===== src/rtl/fp_trace_if.sv =====
// Snoop/trace bundle for fp_trace_writer: fp_unit request and response taps plus the record word stream.
// master = trace writer side, slave = fp_unit taps and trace sink side.
interface fp_trace_if;
   logic        req_enable;
   logic [31:0] req_data1;
   logic [31:0] req_data2;
   logic [31:0] req_data3;
   logic        req_fmadd;
   logic        rsp_ready;
   logic [31:0] rsp_result;
   logic [4:0]  rsp_flags;
   logic        out_valid;
   logic [31:0] out_data;
   logic        out_last;
   logic        out_ready;

   modport master (
      input  req_enable, req_data1, req_data2, req_data3, req_fmadd,
      input  rsp_ready, rsp_result, rsp_flags,
      input  out_ready,
      output out_valid, out_data, out_last
   );

   modport slave (
      output req_enable, req_data1, req_data2, req_data3, req_fmadd,
      output rsp_ready, rsp_result, rsp_flags,
      output out_ready,
      input  out_valid, out_data, out_last
   );
endinterface


===== src/rtl/fp_trace_writer.sv =====
// Matches fp_unit requests to responses in order and serialises each completed operation into 4/5-word hex records.
// Optional FP_TRACE_NAN_CANON_EN: every NaN result is emitted as the canonical quiet NaN 32'h7FC00000.
//
// state | meaning
// IDLE  | no record pending, out_valid low
// W_D1  | presenting operand A
// W_D2  | presenting operand B
// W_D3  | presenting operand C (mulAdd records only)
// W_RES | presenting the result word
// W_FLG | presenting the flags word, out_last high; acceptance retires the record
module fp_trace_writer #(
    parameter int REQ_DEPTH = 8,
    parameter int REC_DEPTH = 4
) (
    input  logic         clock,
    input  logic         reset,
    fp_trace_if.master   tr,
    output logic         overflow,
    output logic         orphan,
    output logic [15:0]  rec_count
);

    localparam int REQ_AW = $clog2(REQ_DEPTH);
    localparam int REC_AW = $clog2(REC_DEPTH);

    typedef struct packed {
        logic [31:0] data1;
        logic [31:0] data2;
        logic [31:0] data3;
        logic        fmadd;
    } req_t;

    typedef struct packed {
        req_t        req;
        logic [31:0] result;
        logic [4:0]  flags;
    } rec_t;

    typedef enum logic [2:0] {IDLE, W_D1, W_D2, W_D3, W_RES, W_FLG} state_t;

    req_t   req_mem [REQ_DEPTH];
    rec_t   rec_mem [REC_DEPTH];
    logic [REQ_AW:0] req_wr, req_rd;
    logic [REC_AW:0] rec_wr, rec_rd, rec_level;
    logic   req_full, req_empty, rec_full, rec_empty;
    logic   req_push, req_pop, rec_push, rec_drop, rec_pop, rec_pending;
    req_t   req_head, req_in;
    rec_t   rec_head;
    logic [31:0] result_word;
    state_t state, state_next;

    // Pointers carry one extra wrap bit so full and empty are distinguishable.
    assign req_empty = (req_wr == req_rd);
    assign req_full  = (req_wr[REQ_AW] != req_rd[REQ_AW]) &&
                       (req_wr[REQ_AW-1:0] == req_rd[REQ_AW-1:0]);
    assign rec_empty = (rec_wr == rec_rd);
    assign rec_full  = (rec_wr[REC_AW] != rec_rd[REC_AW]) &&
                       (rec_wr[REC_AW-1:0] == rec_rd[REC_AW-1:0]);
    assign rec_level = rec_wr - rec_rd;

    assign req_in   = '{data1: tr.req_data1, data2: tr.req_data2,
                        data3: tr.req_data3, fmadd: tr.req_fmadd};
    assign req_head = req_mem[req_rd[REQ_AW-1:0]];
    assign rec_head = rec_mem[rec_rd[REC_AW-1:0]];

    // Full/empty are judged on the pre-edge occupancy, so a same-cycle request cannot satisfy its own response.
    assign req_push    = tr.req_enable && !req_full;
    assign req_pop     = tr.rsp_ready && !req_empty;
    assign rec_push    = req_pop && !rec_full;
    assign rec_drop    = req_pop && rec_full;
    assign rec_pop     = (state == W_FLG) && tr.out_ready;
    assign rec_pending = (rec_level > (REC_AW+1)'(1)) || rec_push;

`ifdef FP_TRACE_NAN_CANON_EN
    assign result_word = ((rec_head.result[30:23] == 8'hFF) && (rec_head.result[22:0] != 23'd0))
                         ? 32'h7FC0_0000 : rec_head.result;
`else
    assign result_word = rec_head.result;
`endif

    always_ff @(posedge clock) begin
        if (req_push)
            req_mem[req_wr[REQ_AW-1:0]] <= req_in;
        if (rec_push)
            rec_mem[rec_wr[REC_AW-1:0]] <= '{req: req_head, result: tr.rsp_result, flags: tr.rsp_flags};
    end

    always_ff @(posedge clock) begin
        if (!reset) begin
            req_wr    <= '0;
            req_rd    <= '0;
            rec_wr    <= '0;
            rec_rd    <= '0;
            state     <= IDLE;
            overflow  <= 1'b0;
            orphan    <= 1'b0;
            rec_count <= '0;
        end else begin
            state <= state_next;
            if (req_push)
                req_wr <= req_wr + 1'b1;
            if (req_pop)
                req_rd <= req_rd + 1'b1;
            if (rec_push)
                rec_wr <= rec_wr + 1'b1;
            if (rec_pop) begin
                rec_rd    <= rec_rd + 1'b1;
                rec_count <= rec_count + 16'd1;
            end
            if ((tr.req_enable && req_full) || rec_drop)
                overflow <= 1'b1;
            if (tr.rsp_ready && req_empty)
                orphan <= 1'b1;
        end
    end

    always_comb begin
        state_next   = state;
        tr.out_valid = 1'b0;
        tr.out_data  = 32'd0;
        tr.out_last  = 1'b0;
        case (state)
            IDLE: begin
                if (!rec_empty)
                    state_next = W_D1;
            end
            W_D1: begin
                tr.out_valid = 1'b1;
                tr.out_data  = rec_head.req.data1;
                if (tr.out_ready)
                    state_next = W_D2;
            end
            W_D2: begin
                tr.out_valid = 1'b1;
                tr.out_data  = rec_head.req.data2;
                if (tr.out_ready)
                    state_next = rec_head.req.fmadd ? W_D3 : W_RES;
            end
            W_D3: begin
                tr.out_valid = 1'b1;
                tr.out_data  = rec_head.req.data3;
                if (tr.out_ready)
                    state_next = W_RES;
            end
            W_RES: begin
                tr.out_valid = 1'b1;
                tr.out_data  = result_word;
                if (tr.out_ready)
                    state_next = W_FLG;
            end
            W_FLG: begin
                tr.out_valid = 1'b1;
                tr.out_data  = {27'd0, rec_head.flags};
                tr.out_last  = 1'b1;
                if (tr.out_ready)
                    state_next = rec_pending ? W_D1 : IDLE;
            end
            default: state_next = IDLE;
        endcase
    end

endmodule


===== src/flat_wrapper.sv =====
// flat-port wrapper written by rule: the top's interface ports become plain ports
module fp_trace_writer_flat 
#(
    parameter int REQ_DEPTH = 8,
    parameter int REC_DEPTH = 4
)
  (clock, reset, overflow, orphan, rec_count, tr_req_enable, tr_req_data1, tr_req_data2, tr_req_data3, tr_req_fmadd, tr_rsp_ready, tr_rsp_result, tr_rsp_flags, tr_out_ready, tr_out_valid, tr_out_data, tr_out_last);
  fp_trace_if tr_i ();
  input  logic clock;
  input  logic reset;
  output logic overflow;
  output logic orphan;
  output logic [15:0] rec_count;
  input wire logic [$bits(tr_i.req_enable)-1:0] tr_req_enable;
  input wire logic [$bits(tr_i.req_data1)-1:0] tr_req_data1;
  input wire logic [$bits(tr_i.req_data2)-1:0] tr_req_data2;
  input wire logic [$bits(tr_i.req_data3)-1:0] tr_req_data3;
  input wire logic [$bits(tr_i.req_fmadd)-1:0] tr_req_fmadd;
  input wire logic [$bits(tr_i.rsp_ready)-1:0] tr_rsp_ready;
  input wire logic [$bits(tr_i.rsp_result)-1:0] tr_rsp_result;
  input wire logic [$bits(tr_i.rsp_flags)-1:0] tr_rsp_flags;
  input wire logic [$bits(tr_i.out_ready)-1:0] tr_out_ready;
  output wire logic [$bits(tr_i.out_valid)-1:0] tr_out_valid;
  output wire logic [$bits(tr_i.out_data)-1:0] tr_out_data;
  output wire logic [$bits(tr_i.out_last)-1:0] tr_out_last;
  assign tr_i.req_enable = tr_req_enable;
  assign tr_i.req_data1 = tr_req_data1;
  assign tr_i.req_data2 = tr_req_data2;
  assign tr_i.req_data3 = tr_req_data3;
  assign tr_i.req_fmadd = tr_req_fmadd;
  assign tr_i.rsp_ready = tr_rsp_ready;
  assign tr_i.rsp_result = tr_rsp_result;
  assign tr_i.rsp_flags = tr_rsp_flags;
  assign tr_i.out_ready = tr_out_ready;
  assign tr_out_valid = tr_i.out_valid;
  assign tr_out_data = tr_i.out_data;
  assign tr_out_last = tr_i.out_last;
  fp_trace_writer #(.REQ_DEPTH(REQ_DEPTH), .REC_DEPTH(REC_DEPTH)) u_core (.clock(clock), .reset(reset), .tr(tr_i), .overflow(overflow), .orphan(orphan), .rec_count(rec_count));
endmodule

===== config.mk =====
export PLATFORM = sky130hd
export DESIGN_NAME = fp_trace_writer_flat
export DESIGN_NICKNAME = d
export VERILOG_FILES = /design/src/rtl/fp_trace_if.sv /design/src/rtl/fp_trace_writer.sv /design/src/flat_wrapper.sv
export SDC_FILE = /design/constraint.sdc
export NUM_CORES = 1
export LEC_CHECK = 0
export ABC_AREA = 1
export CAP_MARGIN = 20
export CORE_MARGIN = 3
export CORE_UTILIZATION = 30
export CTS_BUF_LIST = sky130_fd_sc_hd__clkbuf_8
export CTS_CLUSTER_SIZE = 8
export DETAILED_ROUTE_END_ITERATION = 8
export PLACE_DENSITY = 0.53
export SKIP_CTS_REPAIR_TIMING = 1
export SYNTH_ARGS = -nofsm -noshare
export SYNTH_HDL_FRONTEND = slang
export SYNTH_SLANG_ARGS = --single-unit
export TNS_END_PERCENT = 30

===== constraint.sdc =====
create_clock -name clock -period 19.7 [get_ports clock]
set_input_delay 1.97 -clock clock [delete_from_list [all_inputs] [get_ports clock]]
set_output_delay 1.97 -clock clock [all_outputs]
set_load 0.01 [all_outputs]

==> impl_metrics.tcl <==
set metrics [dict create \
    status "finished clean" \
    yosysWarningCount 0 \
    worst_pin_slew_ns 1.19 \
    synth_nets 4108 \
    worst_setup_path_end_kind "output port" \
    syn_area_per_cell_um2 13.2 \
    synth_enable_flop_cells 1312 \
    worst_slew_margin_rel_pct 20.2 \
    cts_buffer_depth 3 \
    grt_max_degree 165 \
    max_stage_delay_ns 0.93 \
    start_util_pct 30.3 \
    wirelength_mm 145 \
    area_growth_syn_to_layout_pct 15.3 \
    die_h_um 424 \
    overflow 0 \
    grt_setup_unrepaired "no" \
    synth_top_flop_cell "edfxtp_1" \
    die_w_um 424 \
    cp_max_fo 104 \
    postRouteAntennaNets 0 \
    min_period_over_period_pct 34.4 \
    htreeDepth 4 \
    clock_latency_ns 0.93 \
    viasPerCell 4.83 \
    dr.pass1.iters 5 \
    root_buffer "clkbuf_8" \
    synth_largest_area_cell "edfxtp_1" \
    async_flop_share_pct 0 \
    cts_sinks 1352 \
    synth_area_mm2 0.0523 \
    finalSetupViolations 0 \
    core.rowCount 152 \
    cts_buffers 212 \
    synth_top_cell_area_share_pct 75.3 \
    synthTopCellsByArea "edfxtp_1 75%, nor2_1 7.2%, o21ai_0 5.5%" \
    skew_ns 0.0407 \
    hold_viol_final 0 \
    critical_path.cell_chain "inv_8 > buf_4 > buf_4 > o21ai_0 > o22ai_1 > nand2_1 > nand4_1 > clkdlybuf4s50_1" \
    antenna_found_initial 53 \
    fp.dieArea_mm2 0.179 \
    dp_hpwl_mm 83.0 \
    io_pins 191 \
    holdWs_ns 0.456 \
    required_ns 17.73 \
    finalSetupTns_ns 0 \
    drv_cap 0 \
    layout.nets 4323 \
    peakVddDrop_mv 0.0678 \
    vias 32181 \
    power_leakage_nw 19.6 \
    fill_cells 16741 \
    port_buffers 190 \
    track_usage_pct 15.8 \
    drive_gt1_share_pct 7.76 \
    critical_path_class "reg -> out" \
    clk_pin_slew_worst_paths_ns 0.06 \
    cts_tree "built" \
    first_global_vias 31053 \
    seq_area_frac_synth_pct 76.9 \
    gp_congestion 0.738 \
    ys_seq_elements 1352 \
    synth.distinct_cells 37 \
    slowest_stage "buf_4" \
    fmax_mhz 148 \
    power.density_mw_per_mm2 107 \
    crit_path_start_kind "register" \
    avgRoutedWirePerCell_um 21.7 \
    synthCells 3958 \
    drcViolationCount 0 \
    crit_path_frequent_cell "buf_4" \
    fin_crit_ns 6.78 \
    drv_slew 0 \
    design.core.area_mm2 0.172 \
    hold_class "reg -> reg" \
    critPathArrivalTime_ns 4.81 \
    grt_pass1_wl_mm 211 \
    drtIter0Drc 2689 \
]
[layout by cell type (no fill, tap or decap), types with 4 or more instances in the layout]
cell             instances
a21oi_1                 33
dfxtp_4                  4
dfxtp_1                 36
nor2_4                  14
clkdlybuf4s50_1        190
buf_12                   6
clkinvlp_4               6
inv_1                  135
inv_8                    5
o21ai_1                 98
o22ai_1                226
nor2_1                 983
clkbuf_8               212
o21ai_0                575
a31oi_1                 96
clkinv_1                41
clkinv_2                 4
buf_4                   56
inv_6                    4
nand2_1                194
edfxtp_1              1312
nand3_1                 16
ha_1                    10
xor2_1                   4
nand4_1                 31
diode_2                 22
[area by class of cell]
type	count	area, um2	area share [%]
flip-flops and latches	1352	40200	66.7
clock buffers	212	2920	4.84
repair buffers	252	2440	4.05
inverters	49	214	0.355
clock inverters	157	776	1.29
multi-input cells	2306	10800	17.9
diodes	22	55.1	0.0913
well taps	2310	2890	4.79
[kinds of logic (layout without fill, tap and decap cells)]
logic type,after synthesis,after routing,share of synthesized area (%)
compound gates,1035,1035,10.7
xor+xnor,5,5,0.0837
fa+ha+maj,11,11,0.278
buf+inv,300,670,2.71
flops,1352,1352,76.9
other cells,0,22,0
simple gates,1255,1255,9.35
[flip-flops by register name, indices dropped and copies added, names as in the netlist, named ones only]
signal and flops:
u_core.orphan 1, u_core.overflow 1, u_core.rec_count 16, u_core.rec_mem 536
u_core.rec_rd 3, u_core.rec_wr 3, u_core.req_mem 776, u_core.req_rd 4
u_core.req_wr 4, u_core.state 3
[synth_stat cells, types with 2 or more instances]
library cell,count
o21a_1,3
xor2_1,4
edfxtp_1,1312
nor2_1,997
nand2_2,3
o22ai_1,226
clkbuf_2,2
buf_2,64
inv_2,5
nand3_2,3
buf_1,15
nand3b_1,2
a31oi_1,98
nor3_1,3
nand4_1,31
o21ai_0,575
clkinv_1,2
dfxtp_1,40
o21ai_1,98
buf_6,17
nand2_1,194
buf_4,20
nor2_4,2
clkbuf_1,133
ha_1,10
a21oi_1,33
inv_1,41
nand3_1,16
[power by group]
part,leakage (nW),internal [W],switching [W]
logic,5.14,0.000266,0.000671
registers,12.2,0.00336,0.0000416
clock network,2.21,0.00103,0.00108
total,19.6,0.00465,0.00180
[worst max-delay path, delay by kind of cell, from the launching register on]
family          cells  cell delay, ns
buf+inv             4            2.67
flops               1            0.53
compound gates      2            0.32
simple gates        2            0.27
[per-stage QoR]
| stage | worst slack [ns] | instance area (um2) | total power (W) | cells | utilization [%] |
|---|---|---|---|---|---|
| after CTS | 12.81 | 60200 | 0.00653 | 6635 | 34.9 |
| after global routing | 12.43 | 60300 | 0.00675 | 6650 | 34.9 |
| final | 12.92 | 60300 | 0.00644 | 6660 | 35.0 |
| after floorplan | 11.31 | 52300 | 0.00395 | 3958 | - |
| after global placement | 13.83 | 56500 | 0.00440 | 6262 | 32.8 |
| after detailed placement | 13.84 | 56500 | 0.00441 | 6266 | 32.8 |
[final timing paths]
check | end | slack (ns) | depth (start not counted) | start
hold / removal | u_core.orphan$_SDFFE_PN0P_ | 0.46 | 2 | u_core.orphan$_SDFFE_PN0P_
setup / recovery | tr_out_data[22] | 12.92 | 8 | register
setup reg to reg | u_core.rec_mem[1][27]$_DFFE_PP_ | 15.38 | 9 | u_core.rec_rd[1]$_SDFFE_PN0P_
hold reg to reg | u_core.orphan$_SDFFE_PN0P_ | 0.46 | 2 | u_core.orphan$_SDFFE_PN0P_
[routing by layer]
| layer | vias to the layer above | GRT usage, % | wire length, um |
|---|---|---|---|
| li1 | 15003 | - | - |
| met1 | 16060 | 21.0 | 64200 |
| met2 | 853 | 24.9 | 67200 |
| met3 | 245 | 3.96 | 8770 |
| met4 | 20 | 6.29 | 4190 |
| met5 | - | 0 | 126 |
Power figures use the tool's default switching activity.
